===== config.mk =====
export PLATFORM = sky130hd
export DESIGN_NAME = mem_arbiter
export DESIGN_NICKNAME = d
export VERILOG_FILES = /design/src/rtl/mem_arbiter.sv
export SDC_FILE = /design/constraint.sdc
export NUM_CORES = 1
export LEC_CHECK = 0
export CORE_MARGIN = 3
export CORE_UTILIZATION = 30
export DETAILED_ROUTE_END_ITERATION = 8
export PLACE_DENSITY_LB_ADDON = 0.12
export SETUP_SLACK_MARGIN = 0.5
export SYNTH_ARGS = -nofsm -noshare
export SYNTH_HDL_FRONTEND = slang
export SYNTH_SLANG_ARGS = --single-unit

===== constraint.sdc =====
create_clock -name clk -period 2.3 [get_ports clk]
set_clock_uncertainty 0.05 [all_clocks]
set_input_delay 0.46 -clock clk [delete_from_list [all_inputs] [get_ports clk]]
set_output_delay 0.46 -clock clk [all_outputs]
set_load 0.05 [all_outputs]

===== src/rtl/mem_arbiter.sv =====
// mem_arbiter: two-requester arbiter (instruction fetch, data) in front of a
// single shared memory port with a fixed read latency of MEM_LAT cycles.
//
// Optional feature macro: MEM_ARB_FAIR_EN
//   defined   -> starvation counter lets fetch win one simultaneous arbitration
//                after STARVE_MAX consecutive data grants made while fetch waited
//   undefined -> strict data-over-fetch priority
//
// Ports
//   clk, rst                       clock, synchronous active-high reset
//   if_req/if_addr                 fetch request and byte address
//   if_data/if_done/if_stall       fetch read data, completion pulse, hold
//   dm_req/dm_wr/dm_addr/dm_wdata  data request, write flag, address, write data
//   dm_rdata/dm_done/dm_stall      data read value, completion pulse, hold
//   mem_enable/mem_wr/mem_addr/mem_wdata  shared memory command (one cycle)
//   mem_rdata                      shared memory read data
//   err                            sticky alignment / protocol error
module mem_arbiter #(
  parameter int unsigned MEM_LAT    = 2,
  parameter int unsigned STARVE_MAX = 3
) (
  input  logic        clk,
  input  logic        rst,
  input  logic        if_req,
  input  logic [15:0] if_addr,
  output logic [15:0] if_data,
  output logic        if_done,
  output logic        if_stall,
  input  logic        dm_req,
  input  logic        dm_wr,
  input  logic [15:0] dm_addr,
  input  logic [15:0] dm_wdata,
  output logic [15:0] dm_rdata,
  output logic        dm_done,
  output logic        dm_stall,
  output logic        mem_enable,
  output logic        mem_wr,
  output logic [15:0] mem_addr,
  output logic [15:0] mem_wdata,
  input  logic [15:0] mem_rdata,
  output logic        err
);

  localparam int unsigned CNT_W = 3;
  localparam int unsigned DW    = 16;
  localparam logic [CNT_W-1:0] LAT_DONE   = CNT_W'(MEM_LAT);
  localparam logic [CNT_W-1:0] STARVE_LIM = CNT_W'(STARVE_MAX);

  // Elaboration-time parameter range checks
  if (MEM_LAT < 1 || MEM_LAT > 7) begin : g_bad_mem_lat
    $error("mem_arbiter: MEM_LAT must be 1..7");
  end
  if (STARVE_MAX < 1 || STARVE_MAX > 7) begin : g_bad_starve_max
    $error("mem_arbiter: STARVE_MAX must be 1..7");
  end

  typedef enum logic [1:0] {
    IDLE    = 2'd0,
    BUSY_IF = 2'd1,
    BUSY_DM = 2'd2
  } state_t;

  state_t           state_q, state_d;
  logic [CNT_W-1:0] lat_q, lat_d;
  logic             acc_wr_q, acc_wr_d;
  logic             mem_enable_d, mem_wr_d;
  logic [DW-1:0]    mem_addr_d, mem_wdata_d;
  logic             if_done_d, dm_done_d;
  logic [DW-1:0]    if_data_d, dm_rdata_d;
  logic             err_d;
  logic             fetch_first;
  logic             grant_dm;

`ifdef MEM_ARB_FAIR_EN
  logic [CNT_W-1:0] starve_q, starve_d;
  // Fetch takes priority once data has been granted STARVE_MAX times over it
  assign fetch_first = (starve_q == STARVE_LIM);
`else
  assign fetch_first = 1'b0;
`endif

  assign grant_dm = dm_req & ~(if_req & fetch_first);

  // Requester must hold its request until its done pulse
  assign if_stall = if_req & ~if_done;
  assign dm_stall = dm_req & ~dm_done;

  // Next-state and next-output logic
  always_comb begin
    state_d      = state_q;
    lat_d        = lat_q;
    acc_wr_d     = acc_wr_q;
    mem_enable_d = 1'b0;
    mem_wr_d     = 1'b0;
    mem_addr_d   = '0;
    mem_wdata_d  = '0;
    if_done_d    = 1'b0;
    dm_done_d    = 1'b0;
    if_data_d    = if_data;
    dm_rdata_d   = dm_rdata;
    err_d        = err;
`ifdef MEM_ARB_FAIR_EN
    starve_d     = starve_q;
`endif

    case (state_q)
      IDLE: begin
        if (grant_dm) begin
          state_d      = BUSY_DM;
          lat_d        = CNT_W'(1);
          acc_wr_d     = dm_wr;
          mem_enable_d = 1'b1;
          mem_wr_d     = dm_wr;
          mem_addr_d   = {dm_addr[DW-1:1], 1'b0};
          mem_wdata_d  = dm_wr ? dm_wdata : '0;
          if (dm_addr[0]) err_d = 1'b1;
`ifdef MEM_ARB_FAIR_EN
          if (if_req && (starve_q != STARVE_LIM)) starve_d = starve_q + CNT_W'(1);
`endif
        end else if (if_req) begin
          state_d      = BUSY_IF;
          lat_d        = CNT_W'(1);
          acc_wr_d     = 1'b0;
          mem_enable_d = 1'b1;
          mem_addr_d   = {if_addr[DW-1:1], 1'b0};
          if (if_addr[0]) err_d = 1'b1;
`ifdef MEM_ARB_FAIR_EN
          starve_d     = '0;
`endif
        end
      end

      BUSY_IF: begin
        if (!if_req) err_d = 1'b1;
        if (lat_q == LAT_DONE) begin
          state_d   = IDLE;
          if_done_d = 1'b1;
          if_data_d = mem_rdata;
        end else begin
          lat_d = lat_q + CNT_W'(1);
        end
      end

      BUSY_DM: begin
        if (!dm_req) err_d = 1'b1;
        if (lat_q == LAT_DONE) begin
          state_d   = IDLE;
          dm_done_d = 1'b1;
          // Writes leave the last read value visible
          if (!acc_wr_q) dm_rdata_d = mem_rdata;
        end else begin
          lat_d = lat_q + CNT_W'(1);
        end
      end

      default: state_d = IDLE;
    endcase
  end

  // State and registered outputs
  always_ff @(posedge clk) begin
    if (rst) begin
      state_q    <= IDLE;
      lat_q      <= '0;
      acc_wr_q   <= 1'b0;
      mem_enable <= 1'b0;
      mem_wr     <= 1'b0;
      mem_addr   <= '0;
      mem_wdata  <= '0;
      if_done    <= 1'b0;
      dm_done    <= 1'b0;
      if_data    <= '0;
      dm_rdata   <= '0;
      err        <= 1'b0;
`ifdef MEM_ARB_FAIR_EN
      starve_q   <= '0;
`endif
    end else begin
      state_q    <= state_d;
      lat_q      <= lat_d;
      acc_wr_q   <= acc_wr_d;
      mem_enable <= mem_enable_d;
      mem_wr     <= mem_wr_d;
      mem_addr   <= mem_addr_d;
      mem_wdata  <= mem_wdata_d;
      if_done    <= if_done_d;
      dm_done    <= dm_done_d;
      if_data    <= if_data_d;
      dm_rdata   <= dm_rdata_d;
      err        <= err_d;
`ifdef MEM_ARB_FAIR_EN
      starve_q   <= starve_d;
`endif
    end
  end

endmodule


==> flow_results.org <==
** Setup path
- At the worst endpoint, the required time is 1.79 ns.
- For this run, the slowest stage of the critical path takes 0.54 ns.
- Maximum fanout encountered on the critical timing path :: 2
- Launching element type of the critical path :: flop
- Origin of the worst setup path :: dm_rdata[15]$_SDFFE_PP0P_
- Walking the worst path, the cells encountered are dlygate4sd2_1.
- Buffer and inverter count on the worst path :: 1
- For this design, the slowest cell found on the critical path is sky130_fd_sc_hd__dlygate4sd2_1.
- Reg-to-reg startpoint :: state_q[0]$_SDFFE_PP0P_
- Kind of critical path :: reg -> out
- CP top delay family :: buffers and inverters
- Data on the critical path arrives at its endpoint at 1.23 ns.
- Critical path capture point type :: primary output

** CTS
- Post-cts hold buffer count :: 0
- Clock Pin Slew Worst Setup and Hold Paths :: 0.08 ns
- The H-tree generated during clock tree synthesis spans 3 levels.
- Total setup buffers inserted after CTS :: 0
- Counting every sink on the clock net gives 74.
- Clock tree from TritonCTS :: done
- Clock latency reported for the late side of the worst-skew pair :: roughly 0.35 ns
- Clk Tree Root Cell :: sky130_fd_sc_hd__clkbuf_8
- Number of buffers on the longest clock path :: 2
- The number of clock buffers added by TritonCTS is 9.

** Detailed routing
- The count of nets left with antenna violations once routing finished came out at 0.
- Post-route DRC :: 0
- Routed wire length per instance :: 14.5 um
- Total iterations of the first detailed-routing run :: 4
- Overall routed net length :: approximately 8 mm
- The final route contains 2486 vias.
- 1st-iter DRT viols :: 102
- Via density :: 4.60

** Timing
- Derived from the worst setup path, the maximum achievable clock frequency is around 580 MHz.
- Setup violations remaining at the end of the flow were counted as 0.
- Final cycle utilization of the critical path :: 75.6%
- Headroom to the max-slew limit came out at about 36%.
- Unrepaired setup endpoints after global routing :: yes
- Final count of hold timing violations :: 0
- WHS :: around 0.4 ns
- Shortest period the worst path allows :: 1.74 ns
- For the pin with the worst max-slew slack, the measured transition is 0.951 ns.
- Setup total negative slack :: 0 ns
- The final-report max-slew violation count came to 0.

** Global routing
- The first global-routing pass estimated 12.2 mm of wire.
- Aggregate global routing overflow :: 0
- The number of global-route vias before repair is 2367.
- Entering global routing, the biggest net connects 42 pins.
- Antenna violations before repair :: 0
- Global routing usage summed across all routing layers :: 15.8%

** Die
- Effective utilization at floorplan :: 31.4%
- Count of boundary I/O pins :: 140
- The die is 99.5 um tall.
- CORE AREA :: around 0.0083 mm2
- From left edge to right edge, the die measures between 90 and 100 um.
- Row count :: 33
- The floorplan step defined a die boundary enclosing 0.00990 mm2.

** Cells and area
- Commonest cells after routing, fill and taps aside :: sky130_fd_sc_hd__dfxtp_1 (72), sky130_fd_sc_hd__nand2_1 (67), sky130_fd_sc_hd__clkdlybuf4s50_1 (66)
- Final instance count without filler cells :: 541
- Final core utilization :: between 50 and 60%
- Combined flip-flop and latch cell area :: 0.00148 mm2
- The repair_antennas step left the layout with diodes totalling 0.
- After filler insertion, the fill cell instance count of the layout stands at 823.
- For this run, the post-layout net count is 507.
- Cells with a size suffix above 1 make up 8.72% of the layout.
- Leaving out fill and tap cells, the most frequent cell in the layout is sky130_fd_sc_hd__dfxtp_1.
- The multi-input combinational cells in the finished layout cover a total of 0.00106 mm2.
- Area Overhead vs Synth :: 62.0%

** Yosys
- Of the synthesized area, sequential elements account for around 56%.
- The number of nets in the synthesized netlist is 368.
- A synthesized cell averages approximately 9.0 um2.
- Gate count after technology mapping :: approximately 300
- Number of flip-flops and latches in the synthesized netlist :: 74
- Netlist cell types :: 31
- Mapped cell area :: between 0.002 and 0.003 mm2
- For this run, the number of Yosys warnings is 0.

** Power
- Max rail drop VDD :: around 0.00036 V
- The design draws ~0.0032 W.
- Ratio of total power to cell area :: between 700 and 800 mW/mm2
- Static leakage :: between 1.5 and 2 nW

** Placement
- Post-DP HPWL :: 5.59 mm
- After detailed placement, the design holds a cell count of 525.
- Routability-driven placement finished with a final weighted congestion of between 0.7 and 0.8.
- Port buffering added 138 buffers.

** Run status
- The run finished with clean final reports.

** Run
- Number of violations of the max-capacitance limit :: 0

** Worst hold path
- Source of the worst hold timing path :: dm_rdata[9]$_SDFFE_PP0P_
- The path class of the tightest hold or removal check is reg -> reg.
[layer usage]
metal	vias to the layer above	wire length, um	track usage (%)
li1	1236	-	-
met1	1118	3510	20.3
met2	120	3410	23.7
met3	12	818	6.59
met4	0	125	5.88
met5	-	0	0
[Yosys cell counts (all sizes together)]
cell,number,area (um2)
a22oi,15,113
nor3b,2,26.3
o21a,1,7.51
a22o,1,8.76
a221oi,1,8.76
nor2b,4,25.0
or3b,2,17.5
a32oi,2,17.5
conb,1,3.75
nand2,68,255
and2,17,106
buf,9,55.0
nand3,3,15.0
nand2b,3,18.8
a31oi,1,6.26
nor2,24,92.6
a21oi,36,180
inv,4,15.0
nand3b,1,7.51
a21o,1,7.51
dfxtp,74,1480
o21ai,5,25.0
clkbuf,9,33.8
ha,7,87.6
a211oi,1,7.51
[power breakdown]
part / leakage [nW] / internal (W) / switching [W]
clock: 0.0877 / 0.000410 / 0.000540
combinational: 1.17 / 0.000320 / 0.000484
sequential: 0.602 / 0.00137 / 0.0000413
[metrics by stage]
step | setup WS [ns] | instance area [um2]
floorplan | 0.561 | 2630
global placement | 0.140 | 4130
detailed placement | 0.0452 | 4130
CTS | 0.422 | 4230
global route | 0.496 | 4250
finish | 0.561 | 4250
[what timing repair did]
| item | CTS | global route |
|---|---|---|
| setup endpoints to repair | 87 | 42 |
| gates resized for setup | 74 | 13 |
| gates cloned | 0 | 0 |
| pin swaps | 1 | 0 |
[area by class of cell]
type	count	area share, %
timing repair buffer	146	32.3
sequential	74	34.9
clock inverter	7	1.38
tap	105	3.09
inverter	4	0.353
clock buffer	9	2.92
multi-input combinational	196	25.1
[kinds of logic after synthesis]
kind of cell	count (synthesis)	synth area share (%)
and+or+nand+nor	124	21.5
AOI/OAI and AO/OA	64	14.6
other	1	0.143
adders and majority gates	7	3.34
DFF	74	56.5
buffers and inverters	22	3.96
[worst paths after layout]
| path | endpoint | slack (ns) | cells past startpoint |
|---|---|---|---|
| setup / recovery | dm_rdata[15] | 0.56 | 1 |
| hold / removal | dm_rdata[9]$_SDFFE_PP0P_ | 0.40 | 2 |
| setup reg to reg | lat_q[0]$_SDFFE_PP0P_ | 0.64 | 6 |
| hold reg to reg | dm_rdata[9]$_SDFFE_PP0P_ | 0.40 | 2 |
[sequential cells by signal, summed over array words and instances, names as in the netlist, 2 cells and up]
| register | flops |
|---|---|
| if_data | 16 |
| dm_rdata | 16 |
| lat_q | 3 |
| state_q | 2 |
| mem_wdata | 16 |
| mem_addr | 15 |
(Power assumes the default switching activity.)
